[src/rtl/stopwatch_ctrl_if.sv]
// stopwatch_ctrl_if: front-panel button/switch inputs and the counter-control
// outputs of stopwatch_ctrl. The slave modport is the controller's view; the
// master modport is the view of whatever drives the panel and reads the controls.
interface stopwatch_ctrl_if;
  logic strtstop;
  logic rst_btn;
  logic load_btn;
  logic mode;
  logic ce;
  logic cnt_clr;
  logic load;
  logic up;
  logic running;

  modport master (
    output strtstop, rst_btn, load_btn, mode,
    input  ce, cnt_clr, load, up, running
  );

  modport slave (
    input  strtstop, rst_btn, load_btn, mode,
    output ce, cnt_clr, load, up, running
  );
endinterface

[src/rtl/stopwatch_ctrl.sv]
// stopwatch_ctrl: button conditioning, stopwatch state machine and 100 Hz
// count-enable prescaler feeding the stopwatch time counter. All outputs are
// registered. Define STOPWATCH_COUNTDOWN_EN to build the preset-load button,
// the load pulse and the mode-controlled count direction; without it load is
// tied 0 and up is tied 1.

// Per-button conditioner: 2-flop synchroniser, restartable debounce counter,
// one-cycle press pulse on the debounced rising edge.
module stopwatch_db #(
  parameter int DB_CYCLES = 500_000
) (
  input  logic clk,
  input  logic clr,
  input  logic btn,
  output logic press
);
  localparam int CW = $clog2(DB_CYCLES + 1);

  logic          sync1;
  logic          sync2;
  logic          level;
  logic [CW-1:0] cnt;

  // Synchronise, then accept a new level after DB_CYCLES consecutive samples
  // that disagree with the current one; any sample agreeing with the current
  // level restarts the count.
  // NOTE: registers use non-blocking assignments so every flop samples values
  // from before the edge; blocking here would collapse the synchroniser chain.
  always_ff @(posedge clk or posedge clr) begin
    if (clr) begin
      sync1 <= 1'b0;
      sync2 <= 1'b0;
      level <= 1'b0;
      cnt   <= '0;
      press <= 1'b0;
    end else begin
      sync1 <= btn;
      sync2 <= sync1;
      press <= 1'b0;
      if (sync2 == level) begin
        cnt <= '0;
      end else if (cnt == CW'(DB_CYCLES - 1)) begin
        level <= sync2;
        cnt   <= '0;
        press <= sync2;
      end else begin
        cnt <= cnt + CW'(1);
      end
    end
  end
endmodule

module stopwatch_ctrl #(
  parameter int CLK_HZ    = 50_000_000,
  parameter int TICK_HZ   = 100,
  parameter int DB_CYCLES = 500_000
) (
  input logic             clk,
  input logic             clr,
  stopwatch_ctrl_if.slave sw
);
  localparam int DIV = CLK_HZ / TICK_HZ;
  localparam int PW  = $clog2(DIV);

  typedef enum logic [1:0] {S_CLEAR, S_ZERO, S_RUN, S_STOP} state_t;

  state_t        state;
  logic          rst_hold;   // extends CLEAR by one edge on leaving reset
  logic [PW-1:0] presc;
  logic          ce_q;
  logic          cnt_clr_q;
  logic          running_q;
  logic          ss_press;
  logic          rb_press;

  stopwatch_db #(.DB_CYCLES(DB_CYCLES)) u_db_ss (
    .clk   (clk),
    .clr   (clr),
    .btn   (sw.strtstop),
    .press (ss_press)
  );

  stopwatch_db #(.DB_CYCLES(DB_CYCLES)) u_db_rb (
    .clk   (clk),
    .clr   (clr),
    .btn   (sw.rst_btn),
    .press (rb_press)
  );

`ifdef STOPWATCH_COUNTDOWN_EN
  logic ld_press;
  logic load_q;
  logic up_q;

  stopwatch_db #(.DB_CYCLES(DB_CYCLES)) u_db_ld (
    .clk   (clk),
    .clr   (clr),
    .btn   (sw.load_btn),
    .press (ld_press)
  );

  // Direction follows the switch only while the counter is idle, so a mode
  // change during RUN waits for the next stop.
  always_ff @(posedge clk or posedge clr) begin
    if (clr) begin
      up_q <= 1'b1;
    end else if (state == S_ZERO || state == S_STOP) begin
      up_q <= ~sw.mode;
    end
  end

  assign sw.load = load_q;
  assign sw.up   = up_q;
`else
  logic unused_inputs;
  assign unused_inputs = sw.load_btn ^ sw.mode;
  assign sw.load = 1'b0;
  assign sw.up   = 1'b1;
`endif

  // State machine with prescaler; outputs are registered from the decision
  // taken at each edge. Priority in STOP: rst_btn > strtstop > load_btn.
  always_ff @(posedge clk or posedge clr) begin
    if (clr) begin
      state     <= S_CLEAR;
      rst_hold  <= 1'b1;
      presc     <= '0;
      ce_q      <= 1'b0;
      cnt_clr_q <= 1'b1;
      running_q <= 1'b0;
`ifdef STOPWATCH_COUNTDOWN_EN
      load_q    <= 1'b0;
`endif
    end else begin
      rst_hold  <= 1'b0;
      presc     <= '0;
      ce_q      <= 1'b0;
      cnt_clr_q <= 1'b0;
      running_q <= 1'b0;
`ifdef STOPWATCH_COUNTDOWN_EN
      load_q    <= 1'b0;
`endif
      case (state)
        S_CLEAR: begin
          if (rst_hold) begin
            cnt_clr_q <= 1'b1;
          end else begin
            state <= S_ZERO;
          end
        end
        S_ZERO: begin
          if (ss_press) begin
            state     <= S_RUN;
            running_q <= 1'b1;
          end
`ifdef STOPWATCH_COUNTDOWN_EN
          else if (ld_press) begin
            state  <= S_STOP;
            load_q <= 1'b1;
          end
`endif
        end
        S_RUN: begin
          // A stop on the terminal count wins: no ce, prescaler back to 0.
          if (ss_press) begin
            state <= S_STOP;
          end else begin
            running_q <= 1'b1;
            if (presc == PW'(DIV - 1)) begin
              ce_q <= 1'b1;
            end else begin
              presc <= presc + PW'(1);
            end
          end
        end
        S_STOP: begin
          if (rb_press) begin
            state     <= S_CLEAR;
            cnt_clr_q <= 1'b1;
          end else if (ss_press) begin
            state     <= S_RUN;
            running_q <= 1'b1;
          end
`ifdef STOPWATCH_COUNTDOWN_EN
          else if (ld_press) begin
            load_q <= 1'b1;
          end
`endif
        end
        default: state <= S_CLEAR;
      endcase
    end
  end

  assign sw.ce      = ce_q;
  assign sw.cnt_clr = cnt_clr_q;
  assign sw.running = running_q;
endmodule

[src/flat_wrapper.sv]
// flat-port wrapper written by rule: the top's interface ports become plain ports
module stopwatch_ctrl_flat 
#(
  parameter int CLK_HZ    = 50_000_000,
  parameter int TICK_HZ   = 100,
  parameter int DB_CYCLES = 500_000
)
  (clk, clr, sw_strtstop, sw_rst_btn, sw_load_btn, sw_mode, sw_ce, sw_cnt_clr, sw_load, sw_up, sw_running);
  stopwatch_ctrl_if sw_i ();
  input logic clk;
  input logic clr;
  input wire logic [$bits(sw_i.strtstop)-1:0] sw_strtstop;
  input wire logic [$bits(sw_i.rst_btn)-1:0] sw_rst_btn;
  input wire logic [$bits(sw_i.load_btn)-1:0] sw_load_btn;
  input wire logic [$bits(sw_i.mode)-1:0] sw_mode;
  output wire logic [$bits(sw_i.ce)-1:0] sw_ce;
  output wire logic [$bits(sw_i.cnt_clr)-1:0] sw_cnt_clr;
  output wire logic [$bits(sw_i.load)-1:0] sw_load;
  output wire logic [$bits(sw_i.up)-1:0] sw_up;
  output wire logic [$bits(sw_i.running)-1:0] sw_running;
  assign sw_i.strtstop = sw_strtstop;
  assign sw_i.rst_btn = sw_rst_btn;
  assign sw_i.load_btn = sw_load_btn;
  assign sw_i.mode = sw_mode;
  assign sw_ce = sw_i.ce;
  assign sw_cnt_clr = sw_i.cnt_clr;
  assign sw_load = sw_i.load;
  assign sw_up = sw_i.up;
  assign sw_running = sw_i.running;
  stopwatch_ctrl #(.CLK_HZ(CLK_HZ), .TICK_HZ(TICK_HZ), .DB_CYCLES(DB_CYCLES)) u_core (.clk(clk), .clr(clr), .sw(sw_i));
endmodule
[config.mk]
export PLATFORM = sky130hd
export DESIGN_NAME = stopwatch_ctrl_flat
export DESIGN_NICKNAME = d
export VERILOG_FILES = /design/src/rtl/stopwatch_ctrl_if.sv /design/src/rtl/stopwatch_ctrl.sv /design/src/flat_wrapper.sv
export SDC_FILE = /design/constraint.sdc
export NUM_CORES = 1
export LEC_CHECK = 0
export ABC_AREA = 1
export ABC_CLOCK_PERIOD_IN_PS = 3600
export CELL_PAD_IN_SITES_DETAIL_PLACEMENT = 1
export CELL_PAD_IN_SITES_GLOBAL_PLACEMENT = 1
export CORE_MARGIN = 3
export CORE_UTILIZATION = 30
export CTS_CLUSTER_SIZE = 25
export DETAILED_ROUTE_END_ITERATION = 6
export GPL_ROUTABILITY_DRIVEN = 0
export PLACE_DENSITY_LB_ADDON = 0.1
export SYNTH_ARGS = -nofsm -noshare
export SYNTH_HDL_FRONTEND = slang
export SYNTH_HIERARCHICAL = 1
export SYNTH_SLANG_ARGS = --single-unit
[constraint.sdc]
create_clock -name clk -period 3.6 [get_ports clk]
set_input_delay 0.36 -clock clk [delete_from_list [all_inputs] [get_ports clk]]
set_output_delay 0.36 -clock clk [all_outputs]
set_load 0.01 [all_outputs]
==> results of run 1 <==
worst paths after layout:
kind                                           startpoint                         endpoint  slack [ps]  depth (start not counted)
max                           u_core/sw.cnt_clr$_DFF_PP1_                       sw_cnt_clr        1850                          1
min                        u_core/u_db_rb/sync1$_DFF_PP0_   u_core/u_db_rb/sync2$_DFF_PP0_         350                          0
max reg2reg                   u_core/state[0]$_DFFE_PP0P_        u_core/presc[3]$_DFF_PP0_        2080                          6
min reg2reg                u_core/u_db_rb/sync1$_DFF_PP0_   u_core/u_db_rb/sync2$_DFF_PP0_         350                          0
max in group asynchronous                             clr        u_core/presc[7]$_DFF_PP0_        2290                          2
min in group asynchronous                             clr  u_core/u_db_ss/cnt[4]$_DFF_PP0_         660                          2
power breakdown:
group | internal [mW] | switching, mW
registers | 0.817 | 0.0132
clock network | 0.626 | 0.356
logic | 0.0342 | 0.0725
total | 1.48 | 0.441
state kept, by name, indices dropped and copies added, names as in the netlist, 2 cells and up:
register / cells
u_core/presc: 19
u_core/u_db_rb/cnt: 19
u_core/u_db_ss/cnt: 19
u_core/state: 2
cell usage in the layout, fill, tap and decap left out, drive strengths merged, types with 8 or more instances in the layout:
cell    netlist  final
inv          69     69
a21oi        13     13
ha            8      8
clkbuf        0     11
nand3        39     39
xor2         18     18
dfrtp        69     69
nand2       109    109
o21ai        11     11
nor2        134    134
kinds of logic (layout without fill, tap and decap cells):
logic type / Yosys count / in the layout
XOR/XNOR: 25 / 25
AND/OR/NAND/NOR: 299 / 299
buffers and inverters: 72 / 91
other: 2 / 3
flip-flops: 71 / 71
adder cells (fa/ha/maj): 8 / 8
AO/OA/AOI/OAI: 31 / 31
metal layers:
layer | routed length, microns | vias up | track usage [%]
li1 | - | 1603 | -
met1 | 4790 | 1525 | 19.6
met2 | 4340 | 16 | 22.3
met3 | 163 | 15 | 2.76
met4 | 193 | 0 | 6.30
met5 | 0 | - | 0
cells in the mapped netlist:
master,n
ha_1,8
nor2_1,102
a21oi_2,2
nor2_2,19
buf_6,1
nand2_2,18
o21a_1,2
o22ai_1,2
nor2_4,13
nor3_1,6
o21ai_1,7
nor3b_2,4
nand3_1,32
xor2_2,2
buf_4,2
nand2_1,88
o21ai_0,4
dfstp_2,2
nand3_2,7
conb_1,2
o21bai_1,3
xnor2_1,7
xor2_1,16
dfrtp_1,69
inv_2,6
inv_1,63
a21oi_1,11
nand4_1,7
nand2_4,3
worst reg2reg max path, delay by kind of cell, from the launching register on:
kind,cells,cell delay (ps)
adder cells (fa/ha/maj),1,210
AND/OR/NAND/NOR,3,440
buffers and inverters,2,380
flip-flops,1,420
layout make-up:
cell class	instances	area, sq um	share of cell area [%]
Clock buffer	11	243	5.23
Clock inverter	5	81.3	1.75
Tap cell	172	215	4.64
Multi-Input combinational cell	366	2000	43.1
Sequential cell	71	1780	38.3
Timing Repair Buffer	6	60.1	1.29
Inverter	69	259	5.58
metrics by stage:
| stage | worst slack [ps] | cell area (sq um) | hold WS [ps] | power, mW |
|---|---|---|---|---|
| CTS | 1820 | 4640 | 354 | 1.96 |
| finish | 1850 | 4640 | 351 | 1.92 |
| detailed placement | 1850 | 4320 | 340 | 0.956 |
| global route | 1800 | 4640 | 365 | 2.01 |
| global placement | 1870 | 4320 | 336 | 0.951 |
| floorplan | 2320 | 4070 | 331 | 0.920 |
==> results_tabular.tex, run 1 <==
\begin{tabular}{lr}
\hline
Metric & Value \\
\hline
\multicolumn{2}{l}{\textbf{Synth}} \\
\quad Multiplexer share of the synthesized area & 0\% \\
\quad Number of library cell types mapped by synthesis & 29 \\
\quad Simple-gate area share of the yosys netlist & 36.4\% \\
\quad Synth Area in Compound Gates & around 4.4\% \\
\quad Top cells by area in the synthesized netlist & dfrtp\_1, nor2\_1, nand2\_1 \\
\quad Number of register bits inferred by synthesis & 71 \\
\quad Combinational family with the most area after synthesis & simple AND/OR/NAND/NOR gates \\
\quad Mean Syn Cell Area & around 8 sq um \\
\quad Adder-Cell Fraction of Synth Area & $\sim$2.5\% \\
\quad Portion of synthesized cell area occupied by the leading cell type & between 40\% and 50\% \\
\quad Cell type with the highest aggregate area in the netlist & dfrtp\_1 \\
\quad Yosys warns & 6 \\
\quad Post-synthesis cell area & roughly 0.0041 sq mm \\
\quad Synthesized netlist cell count & 508 \\
\quad Share of the synthesized netlist area taken by xor and xnor gates & $\sim$5.8\% \\
\quad Portion of the post-synthesis area used by sequential elements & a little over two fifths \\
\multicolumn{2}{l}{\textbf{Placement}} \\
\quad Placed Instances & $\sim$680 \\
\quad Quantity of I/O buffers inserted on ports & 6 \\
\quad Placed wire-length estimate after detailed placement & between 7 and 8 mm \\
\multicolumn{2}{l}{\textbf{Route}} \\
\quad Total wirelength of the detailed-routed design & 9.49 mm \\
\quad Number of design-rule violations left by the first detailed-router iteration & 113 \\
\quad Router iterations before antenna repair & 4 \\
\quad Detail-routed via count per cell & 4.51 \\
\quad Count of nets left with antenna violations after detail routing & 0 \\
\quad Post-detailed-route DRC marker count & 0 \\
\quad DR vias & roughly 3200 \\
\quad Average wire per standard cell & 13.6 microns \\
\multicolumn{2}{l}{\textbf{Timing}} \\
\quad Setup repair after global routing missed its margin & no \\
\quad Setup Viol. Count Final & 0 \\
\quad Fmax & 0.571 GHz \\
\quad Relative slew slack & a little under a third \\
\quad Transition time at the pin with the least slew margin & 1030 ps \\
\quad Number of slew-limit violations in the final report & 0 \\
\quad Shortest clock period the worst path allows after layout & roughly 1700 ps \\
\quad Number of failing hold endpoints at the final stage & 0 \\
\quad Final period util & 48.6\% \\
\quad Layout Skew & between 7 and 8 ps \\
\quad Post-Route Setup TNS & 0 ps \\
\multicolumn{2}{l}{\textbf{Cells and area}} \\
\quad Area added between synthesis and finish & 14.2\% \\
\quad Fin nets & approximately 540 \\
\quad Number of antenna cells inserted & 0 \\
\quad Share of layout cells above drive strength 1 & between 10\% and 20\% \\
\quad Fill cell total of the finished layout & 1594 \\
\quad Utilization of the core after routing & 35.9\% \\
\quad Non-Filler Instances & 700 \\
\multicolumn{2}{l}{\textbf{Floorplanning}} \\
\quad FP Rows & 41 \\
\quad Vert. Die Dim & $\sim$120 microns \\
\quad Starting density of the core & 31.4\% \\
\quad Placeable core area & about 0.013 sq mm \\
\quad Number of top-level design ports & 11 \\
\quad Overall die width & between 100 and 150 microns \\
\quad Die outline area & approximately 0.015 sq mm \\
\multicolumn{2}{l}{\textbf{Critical path}} \\
\quad Kind of cell adding the most delay to the critical path & flip-flops \\
\quad Required time of the worst setup path & 3240 ps \\
\quad Cell with the largest stage delay on the worst path & dfstp\_2 \\
\quad Critical Path Sink Type & output pin \\
\quad Kind of start point of the critical path & flip-flop \\
\quad CP max stage delay & between 500 and 600 ps \\
\quad Arrival time at the worst endpoint & around 1400 ps \\
\quad Critical path peak fanout & 1 \\
\quad Cell-by-cell listing of the critical path & clkdlybuf4s50\_1 \\
\quad Category of the most critical setup path & flip-flop to output pin \\
\quad Worst Path Buf+Inv & 1 \\
\multicolumn{2}{l}{\textbf{Global routing}} \\
\quad Antenna violations before repair & 0 \\
\quad Remaining global-route overflow & 0 \\
\quad Pin count of the biggest net entering global routing & 26 \\
\quad Total GRT Usage & 14.4\% \\
\quad Vias in the first global route & $\sim$3400 \\
\quad First-pass GRT wire length & about 17 mm \\
\multicolumn{2}{l}{\textbf{Clock network}} \\
\quad PostCTS Resize Cnt & 0 \\
\quad Maximum level of the CTS H-tree & 3 \\
\quad Clock insertion delay at the later pin of the skew report & $\sim$340 ps \\
\quad Number of sinks handled by clock tree synthesis & just over 70 \\
\quad Clock tree from TritonCTS & built \\
\quad Num CTS Buffers & 9 \\
\quad Clock root cell & clkbuf\_16 \\
\quad Worst-path clk slew & 60 ps \\
\quad \# hold bufs at CTS & 0 \\
\quad Clock Tree Buf Depth & 2 \\
\quad Post-CTS setup buffers & 0 \\
\multicolumn{2}{l}{\textbf{Power and ir drop}} \\
\quad Leakage power summed over all cells & $\sim$1.9 nW \\
\quad IR Drop Worst-Case VDD & roughly 0.00017 V \\
\quad Cell area power density & between 400 and 500 mW/mm\^{}2 \\
\multicolumn{2}{l}{\textbf{Status}} \\
\quad Outcome & finished, final reports clean \\
\multicolumn{2}{l}{\textbf{Worst hold path}} \\
\quad Worst hold-check path type & flip-flop to flip-flop \\
\multicolumn{2}{l}{\textbf{Run}} \\
\quad Max-cap viol count & 0 \\
\hline
\end{tabular}
Note: power is estimated with default switching activity, not from simulation.
==> run 2, diff against run 1 <==
--- a/config.mk
+++ b/config.mk
@@ -6,7 +6,7 @@
 export NUM_CORES = 1
 export LEC_CHECK = 0
 export ABC_AREA = 1
-export ABC_CLOCK_PERIOD_IN_PS = 3600
+export ABC_CLOCK_PERIOD_IN_PS = 1600
 export CELL_PAD_IN_SITES_DETAIL_PLACEMENT = 1
 export CELL_PAD_IN_SITES_GLOBAL_PLACEMENT = 1
 export CORE_MARGIN = 3
==> constraint.sdc (replaced) <==
create_clock -name clk -period 1.6 [get_ports clk]
set_input_delay 0.16 -clock clk [delete_from_list [all_inputs] [get_ports clk]]
set_output_delay 0.16 -clock clk [all_outputs]
set_load 0.01 [all_outputs]
==> run 2 against run 1 <==
- die area unchanged
- core utilization increased by 0.47 points
- sequential share of layout area decreased by 0.50 points
- cell count increased by 1.1%
- highest routed layer unchanged
- clock power increased by 110%
- largest cell class unchanged
- clock skew about the same
- combinational power increased by 130%
- critical endpoint unchanged
==> results_tabular.tex, run 2 (synthesis gave the netlist of run 1 again) <==
\begin{tabular}{lr}
\hline
Metric & Value \\
\hline
\multicolumn{2}{l}{\textbf{Global routing}} \\
\quad First-pass GRT wire length & about 16 mm \\
\quad Pin count of the biggest net entering global routing & 24 \\
\quad Antenna violations before repair & 0 \\
\quad Vias in the first global route & roughly 3300 \\
\quad Remaining global-route overflow & 0 \\
\quad Total GRT Usage & between 10\% and 20\% \\
\multicolumn{2}{l}{\textbf{Worst hold path}} \\
\quad Worst hold-check path type & input pin to asynchronous set/reset pin \\
\multicolumn{2}{l}{\textbf{Clock network}} \\
\quad Clock root cell & clkbuf\_16 \\
\quad Maximum level of the CTS H-tree & 3 \\
\quad Post-CTS setup buffers & 0 \\
\quad Worst-path clk slew & roughly 60 ps \\
\quad Clock Tree Buf Depth & 2 \\
\quad Num CTS Buffers & 9 \\
\quad Clock tree from TritonCTS & built \\
\quad \# hold bufs at CTS & 0 \\
\quad Clock insertion delay at the later pin of the skew report & between 300 and 400 ps \\
\quad Number of sinks handled by clock tree synthesis & just over 70 \\
\multicolumn{2}{l}{\textbf{Critical path}} \\
\quad Depth of the worst register-to-register path & 8 \\
\quad Crit. path cell count & 1 \\
\quad Critical Path Sink Type & output pin \\
\quad Kind of cell adding the most delay to the critical path & buffers and inverters \\
\quad Reg-to-reg slack, setup & around 150 ps \\
\quad R2R Path End & u\_core/u\_db\_ss/cnt[18]\$\_DFF\_PP0\_ \\
\quad Category of the most critical setup path & flip-flop to output pin \\
\quad Kind of start point of the critical path & flip-flop \\
\quad Required time of the worst setup path & around 1400 ps \\
\quad Cell-by-cell listing of the critical path & clkdlybuf4s50\_1 \\
\quad Worst Path Buf+Inv & 1 \\
\quad Cell with the largest stage delay on the worst path & clkdlybuf4s50\_1 \\
\quad Critical path peak fanout & 1 \\
\quad Worst setup path startpoint & u\_core/sw.cnt\_clr\$\_DFF\_PP1\_ \\
\quad Arrival time at the worst endpoint & around 1400 ps \\
\quad CP max stage delay & $\sim$520 ps \\
\quad Start of the worst register-to-register path & u\_core/u\_db\_ss/cnt[0]\$\_DFF\_PP0\_ \\
\multicolumn{2}{l}{\textbf{Floorplanning}} \\
\quad FP Rows & 41 \\
\quad Placeable core area & between 0.01 and 0.015 sq mm \\
\quad Overall die width & 122 microns \\
\quad Vert. Die Dim & 122 microns \\
\quad Number of top-level design ports & 11 \\
\quad Starting density of the core & between 30\% and 40\% \\
\quad Die outline area & roughly 0.015 sq mm \\
\multicolumn{2}{l}{\textbf{Power and ir drop}} \\
\quad Leakage power summed over all cells & roughly 1.9 nW \\
\quad Power, Total & 4.16 mW \\
\quad Cell area power density & 884 mW/mm\^{}2 \\
\quad IR Drop Worst-Case VDD & $\sim$0.00047 V \\
\multicolumn{2}{l}{\textbf{Timing}} \\
\quad Setup repair after global routing missed its margin & no \\
\quad Final-layout worst hold slack & 232 ps \\
\quad Shortest clock period the worst path allows after layout & approximately 1500 ps \\
\quad Number of failing hold endpoints at the final stage & 0 \\
\quad Final period util & 95.6\% \\
\quad Layout Skew & between 7 and 8 ps \\
\quad Fmax & 0.654 GHz \\
\quad Number of slew-limit violations in the final report & 0 \\
\quad Post-Route Setup TNS & 0 ps \\
\quad Setup Viol. Count Final & 0 \\
\multicolumn{2}{l}{\textbf{Cells and area}} \\
\quad Fill cell total of the finished layout & approximately 1600 \\
\quad Area added between synthesis and finish & 15.7\% \\
\quad Fin nets & around 550 \\
\quad Share of layout cells above drive strength 1 & a little under a fifth \\
\quad Regs by FF count & u\_core/presc: 19 flops, u\_core/u\_db\_rb/cnt: 19 flops, u\_core/u\_db\_ss/cnt: 19 flops \\
\quad Top library cells by usage in the layout, fill and taps aside & nor2\_1, nand2\_1, dfrtp\_1, inv\_1, nand3\_1 \\
\quad Final std cell area, no fill & 0.00470 sq mm \\
\quad Number of antenna cells inserted & 0 \\
\quad Most common cell after layout, fill and taps aside & nor2\_1 \\
\multicolumn{2}{l}{\textbf{Route}} \\
\quad DR vias & 3139 \\
\quad Router iterations before antenna repair & 4 \\
\quad Count of nets left with antenna violations after detail routing & 0 \\
\quad Detail-routed via count per cell & approximately 4.4 \\
\quad Post-detailed-route DRC marker count & 0 \\
\quad Number of design-rule violations left by the first detailed-router iteration & 114 \\
\quad Total wirelength of the detailed-routed design & 9.46 mm \\
\quad Average wire per standard cell & 13.4 microns \\
\multicolumn{2}{l}{\textbf{Placement}} \\
\quad Placement Cell Area & around 0.0044 sq mm \\
\quad Quantity of I/O buffers inserted on ports & 6 \\
\quad Placed wire-length estimate after detailed placement & 7.17 mm \\
\multicolumn{2}{l}{\textbf{Run}} \\
\quad Max-cap viol count & 0 \\
\multicolumn{2}{l}{\textbf{Status}} \\
\quad Outcome & finished, final reports clean \\
\hline
\end{tabular}
-- run 2: final cells by class --
class	instances	area (sq um)	share of cell area, %
multi-input cells	366	2030	43.1
inverters	69	259	5.51
clock inverters	4	45.0	0.958
flip-flops and latches	71	1780	37.8
clock buffers	12	256	5.46
well taps	172	215	4.58
repair buffers	14	120	2.56
-- run 2: worst max-delay path by stage --
stage	to	slack, ps
2_1_floorplan	u_core/presc[10]$_DFF_PP0_	320
3_3_place_gp	u_core/presc[17]$_DFF_PP0_	110
3_5_place_dp	u_core/presc[3]$_DFF_PP0_	80
4_1_cts	sw_cnt_clr	40
5_1_grt	u_core/u_db_ss/cnt[18]$_DFF_PP0_	20
6_report	sw_cnt_clr	70
-- run 2: report_power, final --
group	switching [mW]	leakage [nW]	total (mW)	internal [mW]
Clock	0.756	0.152	2.04	1.28
Sequential	0.0294	0.968	1.87	1.84
Combinational	0.167	0.803	0.251	0.0835
-- run 2: routing by layer --
layer	routed length, microns	up-vias	GRT usage, %
met5	0	-	0
met4	151	0	5.25
met3	202	10	3.18
met2	4410	20	23.2
met1	4690	1504	18.3
li1	-	1605	-
-- run 2: per-stage QoR --
stage / std cells / setup slack, ps / utilization, %
finish: 708 / 70.8 / 36.4
global route: 708 / 19.1 / 36.4
CTS: 708 / 41.2 / 36.2
detailed placement: 692 / 77.2 / 33.8
global placement: 692 / 106 / 33.8
floorplan: 509 / 321 / -
-- run 2: what timing repair did --
item / in CTS / in global routing
gates resized for setup: 0 / 5
endpoints found under the hold margin: 0 / 0
endpoints found under the setup margin: 0 / 15
-- run 2: worst register-to-register path, cell delays in order (launching register included) --
cell and delay (ps):
dfrtp_1 360, ha_1 200, nand2_2 110, nor2_2 210, nand2_4 110, nor2_2 150, nand3_1 90, nand3_1 80
nor2_1 40
==> run 3, diff against run 2 <==
--- a/config.mk
+++ b/config.mk
@@ -15,6 +15,7 @@
 export DETAILED_ROUTE_END_ITERATION = 6
 export GPL_ROUTABILITY_DRIVEN = 0
 export PLACE_DENSITY_LB_ADDON = 0.1
+export SLEW_MARGIN = 20
 export SYNTH_ARGS = -nofsm -noshare
 export SYNTH_HDL_FRONTEND = slang
 export SYNTH_HIERARCHICAL = 1
==> results of run 3 <==
No change in the layout: final DEF, timing and power equal those of run 2.
